File: src/rtl/instr_prefetch_queue.sv
// Instruction-fetch front end: issues sequential fetches, buffers returned words
// with their PC in a small FIFO and hands them to decode over valid/ready.
module instr_prefetch_queue #(
    parameter int ADDR_WIDTH = 8,
    parameter int DATA_WIDTH = 16,
    parameter int DEPTH      = 4,
    parameter int PTR_WIDTH  = 2
) (
    input  logic                  clk,
    input  logic                  rst,
    input  logic                  start,
    input  logic [ADDR_WIDTH-1:0] start_addr,
    input  logic                  halt_req,
    input  logic                  redirect,
    input  logic [ADDR_WIDTH-1:0] redirect_addr,
    output logic                  im_rd,
    output logic [ADDR_WIDTH-1:0] im_addr,
    input  logic [DATA_WIDTH-1:0] im_r_data,
    output logic                  inst_valid,
    input  logic                  inst_ready,
    output logic [DATA_WIDTH-1:0] inst_data,
    output logic [ADDR_WIDTH-1:0] inst_pc,
    output logic                  busy
);

    typedef enum logic [1:0] {
        IDLE   = 2'd0,
        RUN    = 2'd1,
        HALTED = 2'd2
    } state_t;

    localparam logic [PTR_WIDTH:0] COUNT_FULL = (PTR_WIDTH + 1)'(DEPTH);

    state_t                 state;
    state_t                 state_next;
    logic [ADDR_WIDTH-1:0]  pc;
    logic [PTR_WIDTH:0]     count;
    logic [PTR_WIDTH-1:0]   wr_ptr;
    logic [PTR_WIDTH-1:0]   rd_ptr;
    logic [DATA_WIDTH-1:0]  data_mem [DEPTH];
    logic [ADDR_WIDTH-1:0]  pc_mem   [DEPTH];

    logic start_go;
    logic redirect_go;
    logic flush;
    logic push;
    logic pop;

    // Start only acts outside RUN; redirect only inside RUN. Either empties the queue.
    assign start_go    = start & (state != RUN);
    assign redirect_go = redirect & (state == RUN);
    assign flush       = start_go | redirect_go;

    assign im_rd      = (state == RUN) & (count < COUNT_FULL) & ~redirect & ~halt_req;
    assign im_addr    = pc;
    assign push       = im_rd;
    assign inst_valid = (count != '0);
    assign pop        = inst_valid & inst_ready & ~flush;
    assign busy       = (state != IDLE);

    // Head outputs are forced to zero while empty, so stale storage never leaks out.
    assign inst_data = inst_valid ? data_mem[rd_ptr] : '0;
    assign inst_pc   = inst_valid ? pc_mem[rd_ptr]   : '0;

    always_comb begin
        state_next = state;
        case (state)
            IDLE:    if (start)    state_next = RUN;
            RUN:     if (halt_req) state_next = HALTED;
            HALTED:  if (start)    state_next = RUN;
            default:               state_next = IDLE;
        endcase
    end

    // NOTE: reset is synchronous, so it is simply the highest-priority branch of the clocked block.
    always_ff @(posedge clk) begin
        if (!rst) begin
            state <= IDLE;
        end else begin
            state <= state_next;
        end
    end

    always_ff @(posedge clk) begin
        if (!rst) begin
            pc     <= '0;
            count  <= '0;
            wr_ptr <= '0;
            rd_ptr <= '0;
        end else if (flush) begin
            pc     <= start_go ? start_addr : redirect_addr;
            count  <= '0;
            wr_ptr <= '0;
            rd_ptr <= '0;
        end else begin
            if (push) begin
                pc     <= pc + ADDR_WIDTH'(1);
                wr_ptr <= wr_ptr + PTR_WIDTH'(1);
            end
            if (pop) begin
                rd_ptr <= rd_ptr + PTR_WIDTH'(1);
            end
            case ({push, pop})
                2'b10:   count <= count + (PTR_WIDTH + 1)'(1);
                2'b01:   count <= count - (PTR_WIDTH + 1)'(1);
                default: count <= count;
            endcase
        end
    end

    // NOTE: the storage array is deliberately not reset; validity lives in count,
    // and the head outputs are masked whenever the queue is empty.
    always_ff @(posedge clk) begin
        if (push) begin
            data_mem[wr_ptr] <= im_r_data;
            pc_mem[wr_ptr]   <= pc;
        end
    end

endmodule

File: config.mk
export PLATFORM = sky130hd
export DESIGN_NAME = instr_prefetch_queue
export DESIGN_NICKNAME = d
export VERILOG_FILES = /design/src/rtl/instr_prefetch_queue.sv
export SDC_FILE = /design/constraint.sdc
export NUM_CORES = 1
export LEC_CHECK = 0
export CORE_MARGIN = 4
export CORE_UTILIZATION = 26
export CTS_CLUSTER_SIZE = 14
export DETAILED_ROUTE_END_ITERATION = 16
export PLACE_DENSITY = 0.52
export SETUP_SLACK_MARGIN = 0.4
export SYNTH_ARGS = -nofsm -noshare
export SYNTH_HDL_FRONTEND = slang
export SYNTH_SLANG_ARGS = --single-unit
export TNS_END_PERCENT = 100
File: constraint.sdc
create_clock -name clk -period 6.3 [get_ports clk]
set_input_delay 1.575 -clock clk [delete_from_list [all_inputs] [get_ports clk]]
set_output_delay 1.575 -clock clk [all_outputs]
set_load 0.005 [all_outputs]
======== Word-level counts from Yosys, hierarchy flattened ========
Memories as Yosys holds them, arrays and structs flattened. A register that Yosys moved wholly into a read port is not among the register bits.
Cells that the tools add are included.
cells by class
  $lt $le $gt $ge ......................... 1
  equal/unequal tests ..................... 7
  add/sub/neg operators ................... 5
  reduce and logical (&&, ||, !) cells .... 8
  muxes and demuxes ....................... 15
  bitwise logic cells ..................... 12
operator list
  cell                 count
  $mux 8               4
  $mux 16              1
  $mux 2               6
  $add 8x1->8 const B  1
  $and 1x1->1          7
  $pmux 3 s2           1
  $reduce_bool 2->1    3
  $add 2x1->2 const B  2
  $eq 2x1->1 const B   2
  $eq 2x2->1 const B   2
  $ne 2x1->1 const B   2
  $not 1->1            4
  $pmux 2 s2           1
  $reduce_or 2->1      2
  $add 3x1->3 const B  1
  $lt 3x3->1 const B   1
  $reduce_bool 3->1    1
  $sub 3x1->3 const B  1
  $logic_not 2->1      1
  $mux 1               2
  $ne 2x2->1 const B   1
  $reduce_and 2->1     1
  $or 1x1->1           1
storage, ports and cells
  output and inout port bits .............. 35
  input port bits ......................... 38
  logic and storage cells ................. 55
  memories kept ........................... 2
  bits in registers ....................... 17
  bits in writable memories ............... 96
memory list
  name      words  width  rd ports  clocked after Yosys merged registers in  wr ports  RTL line  source
  data_mem  4      16     1         1                                        1         40        logic [DATA_WIDTH-1:0] data_mem [DEPTH];
  pc_mem    4      8      1         1                                        1         41        logic [ADDR_WIDTH-1:0] pc_mem [DEPTH];

======== Longest topological paths before layout ========
Gate-level depths: netlist (run 1).
  word-level depth ........................ 7
  depth in mapped cells ................... 11
  mapped depth without buffers ............ 9

======== Worst setup path before layout (run 1) ========
OpenSTA, ideal clock, no wires.
  path type ............................... input to output
  from .................................... input redirect
  to ...................................... output im_rd
  slack ................................... 2.133 ns
  required time ........................... 4.725 ns
  arrival ................................. 2.592 ns
  stages on the path ...................... 5
  path buffers ............................ 2
  cell sequence ........................... or4b_1 or2_1 buf_6 inv_6 buf_12
between the ends
  longest elaborated chain between the ends .. 3
RTL lines
  what                       RTL line  source
  from (decl)                14        input logic redirect,
  $not 1->1                  54        assign im_rd = (state == RUN) & (count < COUNT_FULL) & ~redirect & ~halt_req;
  $and 1x1->1 (2 in series)  54
  to (decl)                  16        output logic im_rd,
Every way passes these cells.

======== Final worst setup path (run 1) ========
Ends and elaborated chain as after synthesis.

==> results of run 1 <==
[metal layers]
| layer | vias up | GRT usage | share of wire |
|---|---|---|---|
| met5 | - | 0 | 0 |
| met4 | 0 | 0.0372 | 0.014 |
| met3 | 13 | 0.0383 | 0.046 |
| met2 | 63 | 0.182 | 0.50 |
| met1 | 1390 | 0.131 | 0.44 |
| li1 | 1284 | - | - |
[cells in the mapped netlist, drive strengths merged, types with 2 or more instances]
master / count
edfxtp: 96
mux4: 24
nor2b: 24
dfxtp: 19
nor2: 13
inv: 11
a21oi: 9
clkbuf: 8
buf: 6
ha: 6
nand2: 6
nand3: 6
a31oi: 5
nand3b: 5
o21ai: 5
o311ai: 5
xnor2: 5
and2: 4
a311oi: 2
o21bai: 2
or2: 2
xor2: 2
[sequential cells by signal, indices dropped and copies added, names as in the netlist, named ones only]
signal    cells
rd_ptr        2
data_mem     64
im_addr       8
state         2
count         3
wr_ptr        2
pc_mem       32
[cell families (layout without fill, tap and decap cells)]
family | Yosys count | in the layout
flops | 115 | 115
simple gates | 71 | 71
compound gates | 37 | 37
mux | 26 | 26
buf+inv | 25 | 121
fa+ha+maj | 7 | 7
xor+xnor | 7 | 7
[path summary, 6_finish.rpt]
kind	slack [ns]	from	endpoint	cells past startpoint
min reg2reg	0.51	wr_ptr[1]	wr_ptr[1]	2
max reg2reg	3.57	state[0]	count[2]	9
min	0.51	wr_ptr[1]	wr_ptr[1]	2
max	1.05	redirect	im_rd	5
[worst register-to-register path, stage by stage (launching register included)]
cell	delay, ns
dfxtp_1	0.47
nand2b_1	0.40
a2111oi_4	0.59
ha_1	0.26
inv_1	0.07
fa_1	0.37
xor2_1	0.15
nor2_1	0.12
xnor2_1	0.13
nor2_1	0.05
[final cells by class]
type                    count  area [um2]  area share
inverters                  11        46.3     0.00724
multi-input cells         148        1410       0.220
flip-flops and latches    115        3260       0.511
clock inverters            11         184      0.0288
repair buffers             78         766       0.120
clock buffers              21         440      0.0689
well taps                 229         287      0.0448
[power by group]
group	switching, mW	internal, mW	leakage [nW]
clock network	0.311	0.697	0.298
registers	0.0151	0.837	1.03
logic	0.0384	0.0516	0.710
total	0.365	1.58	2.04
[metrics by stage]
step,cell area (um2),hold WS [ns],worst slack (ns)
after floorplan,4790,0.469,2.13
after CTS,6390,0.502,1.05
after global routing,6390,0.551,0.941
after detailed placement,5770,0.491,1.05
after global placement,5770,0.506,1.06
final,6390,0.506,1.05
==> flow_summary.toml, run 1 <==
[synthesis]
synth.area.mux_share = 0.117
synth_cell_types = 51
synth_top_family_by_area = "multiplexers"
syn_avg_cell_area_um2 = 16.6
ys_ff_latch = 115
synth-simple-area-share = 0.0859
synthCells = 288
ys.flop_type = "edfxtp_1"
yosys.area.top_type = "edfxtp_1"
syn_nets = 333
postSynth.asyncResetShare = 0
synth_area_um2 = 4790
synthAdderAreaFrac = 0.0199
synth_edf_count = 96
yosysTopAreaCellShare = 0.602
ys_top_cells_by_area = "edfxtp_1 (60%), mux4_2 (11%), dfxtp_1 (7.9%), nor2b_1 (3.1%), ha_1 (1.6%)"
synth_seq_area_share = 0.681
yosys_warnings = 0
synth_compound_area_frac = 0.0564
synth-xor-area-share = 0.0128

[sta]
max_freq_mhz = 190
min_period_over_period = 0.833
rsz0062_at_grt = "no"
min_period_ns = 5.25
fin_skew_ns = 0.00633
slew_violations = 0
fin_setup_tns_ns = 0
slew_headroom = 0.372
finalHoldViolations = 0
setup_violations = 0
worst_pin_slew_ns = 0.942

[detailed_routing]
viasPerCell = 4.49
drt-initial-drc-count = 106
firstDrtPassIters = 4
drc_errors = 0
wl_per_cell_um = 16.8
totalWireLength_um = 10300
dr_total_vias = 2750
antenna_violating_nets_post_route = 0

[min_path]
hp-class = "flip-flop to flip-flop"

[outcome]
status = "completed"

[pwr]
total_power_mw = 1.95
p_per_area_nw_per_um2 = 305
leakage_nw = 2.04
vdd_drop_max_mv = 0.194

[die]
num_rows = 49
die_area_um2 = 20700
core_area_um2 = 18000
ioPinCount = 73
die_h_um = 144
initial_core_util = 0.266
die-width_um = 144

[critical_path]
crit_path_top_delay_cell = "or4b_1"
crit_type = "primary input to primary output"
critPathBufInv = 3
cp-end-kind = "primary output"
worst-endpoint-required_ns = 4.72
cpMostUsedCell = "clkdlybuf4s50_1"
slowest_delay_ns = 0.56
crit_chain = "clkdlybuf4s50_1 -> or4b_1 -> or2_1 -> inv_6 -> clkdlybuf4s50_1"
crit_family = "buffers and inverters"
cp_max_fo = 12
cp.arrival_ns = 3.67
start_kind = "primary input"

[grt]
grt_pass1_wl_um = 16700
grt_pass1_vias = 3028
grt_antenna_before_repair = 0
grt_max_degree = 26
grt.overflow.total = 0
track_usage = 0.109

[cts]
cts_root_buf = "clkbuf_16"
clk_pin_slew_ns = 0.05
ctsResizeCount = 0
cts_hold_buf = 0
ctsLongestPathBuffers = 2
cts-buffers-inserted = 17
cts_tree = "yes"
cts.sinks = 115
h-tree-depth = 4
insertion_delay_ns = 0.40
cts_setup_buffers = 0

[finish]
final_common_cell = "edfxtp_1"
final_util = 0.355
stdcell_count = 613
final_cell_mix = "edfxtp_1 (96), clkdlybuf4s50_1 (72), mux4_2 (24), nor2b_1 (24), dfxtp_1 (18)"
diodes = 0
fin_nets = 416
num-fill-cells = 1743
final_layout_size_suffix_gt1_frac = 0.167
area_growth_pct = 33.5

[placement]
dpl.cell_count = 581
place.gp.congestion = 0.818
dp_hpwl_um = 6600
numPortBuffers = 72

[job]
maxCapViolCount = 0
Note: power is estimated with default switching activity, not from simulation.
==> run 2: changes to the inputs <==
==> constraint.sdc (replaced) <==
create_clock -name clk -period 5.2 [get_ports clk]
set_input_delay 1.3 -clock clk [delete_from_list [all_inputs] [get_ports clk]]
set_output_delay 1.3 -clock clk [all_outputs]
set_load 0.005 [all_outputs]
==> run 2 against run 1 <==
Compared with the run above: largest power group unchanged; largest cell class unchanged; sequential share of layout area is 0.60 points higher; routed wire length fell by 0.86%; final area down 1.2%; register-to-register slack worse by 1.1 ns; non-clock buffer count stayed put; via count is 1.5% lower; combinational power rose by 21%; critical path type unchanged; first-iteration DRC count up 0.94%.
==> flow_summary.toml, run 2 (synthesis gave the netlist of run 1 again) <==
[finish]
final_common_cell = "edfxtp_1"
fin_nets = 416
area_growth_pct = 31.9
num-fill-cells = 1746
final_layout_size_suffix_gt1_frac = 0.172
final_cell_mix = "edfxtp_1 (96), clkdlybuf4s50_1 (72), mux4_2 (24), nor2b_1 (24), dfxtp_1 (18)"
largest_reg_flops = 64
regMostFlops = "data_mem"
diodes = 0

[sta]
min_period_over_period = 0.891
slew_violations = 0
rsz0062_at_grt = "no"
slew_headroom = 0.362
finalHoldViolations = 0
fin_setup_tns_ns = 0
max_freq_mhz = 216
min_period_ns = 4.63
fin_skew_ns = 0.00734
setup_violations = 0
worst_pin_slew_ns = 0.956

[critical_path]
start_kind = "primary input"
timing.critical_path.to = "im_rd"
rrSetupSlack_ns = 2.46
worst-endpoint-required_ns = 3.90
cpMostUsedCell = "clkdlybuf4s50_1"
worstRegToRegCells = 9
crit_path_top_delay_cell = "or4b_1"
startpoint = "redirect"
cp.arrival_ns = 3.33
cp_max_fo = 12
cp-end-kind = "primary output"
crit_chain = "clkdlybuf4s50_1 -> or4b_1 -> or2_4 -> inv_6 -> clkdlybuf4s50_1"
crit_type = "primary input to primary output"
slowest_delay_ns = 0.57
r2r-start = "state[0]"
reg2reg_to = "count[2]"

[die]
core_area_um2 = 18000
initial_core_util = 0.266
die_area_um2 = 20700
die-width_um = 144
die_h_um = 144
num_rows = 49
ioPinCount = 73

[detailed_routing]
dr_total_vias = 2710
totalWireLength_um = 10200
firstDrtPassIters = 4
wl_per_cell_um = 16.7
antenna_violating_nets_post_route = 0
viasPerCell = 4.43
drc_errors = 0
drt-initial-drc-count = 107

[pwr]
total_power_mw = 2.20
p_per_area_nw_per_um2 = 348
leakage_nw = 2.01
vdd_drop_max_mv = 0.217

[cts]
cts.sinks = 115
h-tree-depth = 4
clk_pin_slew_ns = 0.05
insertion_delay_ns = 0.39
cts_tree = "yes"
ctsLongestPathBuffers = 2
cts-buffers-inserted = 17
cts_root_buf = "clkbuf_16"
cts_setup_buffers = 0

[grt]
track_usage = 0.105
grt_antenna_before_repair = 0
grt_max_degree = 26
grt_pass1_wl_um = 16200
grt_pass1_vias = 3000
grt.overflow.total = 0

[outcome]
status = "completed"

[job]
maxCapViolCount = 0

[placement]
numPortBuffers = 72
dp_hpwl_um = 6500
place.gp.congestion = 0.824

[min_path]
hp-class = "flip-flop to flip-flop"
## run 2: cell types whose count changed in the layout (fill, tap and decap cells not counted), sizes merged
cell | previous run | this run
clkbuf | 21 | 18
clkinv | 4 | 10
bufinv | 5 | 2
clkinvlp | 2 | 1
## run 2: timing repair
action                                  CTS  global route
hold buffers                              0             0
endpoints found under the setup margin    0             1
gates resized for setup                   0             1
## run 2: power breakdown
group / internal (mW) / total [mW] / switching (mW)
clock network: 0.690 / 1.06 / 0.365
registers: 1.01 / 1.03 / 0.0187
logic: 0.0627 / 0.109 / 0.0468
total: 1.77 / 2.20 / 0.430
## run 2: layer usage
layer | GRT usage | routed length (um)
met1 | 0.127 | 4520
met2 | 0.179 | 5120
met3 | 0.0329 | 457
met4 | 0.0337 | 111
met5 | 0 | 0
## run 2: worst min-delay path by stage
stage,end,cells past startpoint,slack [ns],startpoint
final,wr_ptr[1],2,0.51,wr_ptr[1]
after global routing,wr_ptr[1],2,0.52,wr_ptr[1]
after CTS,wr_ptr[1],2,0.50,wr_ptr[1]
after detailed placement,wr_ptr[1],2,0.49,wr_ptr[1]
after global placement,rd_ptr[1],2,0.51,rd_ptr[0]
after floorplan,wr_ptr[1],2,0.47,wr_ptr[1]
## run 2: area by class of cell
cell class,count,area (um2),area share
clock buffers,18,429,0.0679
clock inverters,13,119,0.0188
inverters,11,46.3,0.00733
multi-input cells,148,1410,0.223
flip-flops and latches,115,3260,0.517
well taps,229,287,0.0453
repair buffers,78,766,0.121
## run 2: worst max-delay path: cells and delay by family
| kind | cells | cell delay (ns) |
|---|---|---|
| and+or+nand+nor | 2 | 0.87 |
| buffers and inverters | 3 | 1.16 |
## run 2: metrics by stage
step	cell area, um2	setup WS [ns]	utilization	hold WS [ns]	cells
final	6320	0.568	0.351	0.510	612
after global routing	6320	0.470	0.351	0.517	612
after CTS	6320	0.476	0.350	0.505	612
after detailed placement	5770	0.478	0.320	0.494	581
after global placement	5770	0.500	0.320	0.511	581
after floorplan	4790	1.58	-	0.469	288
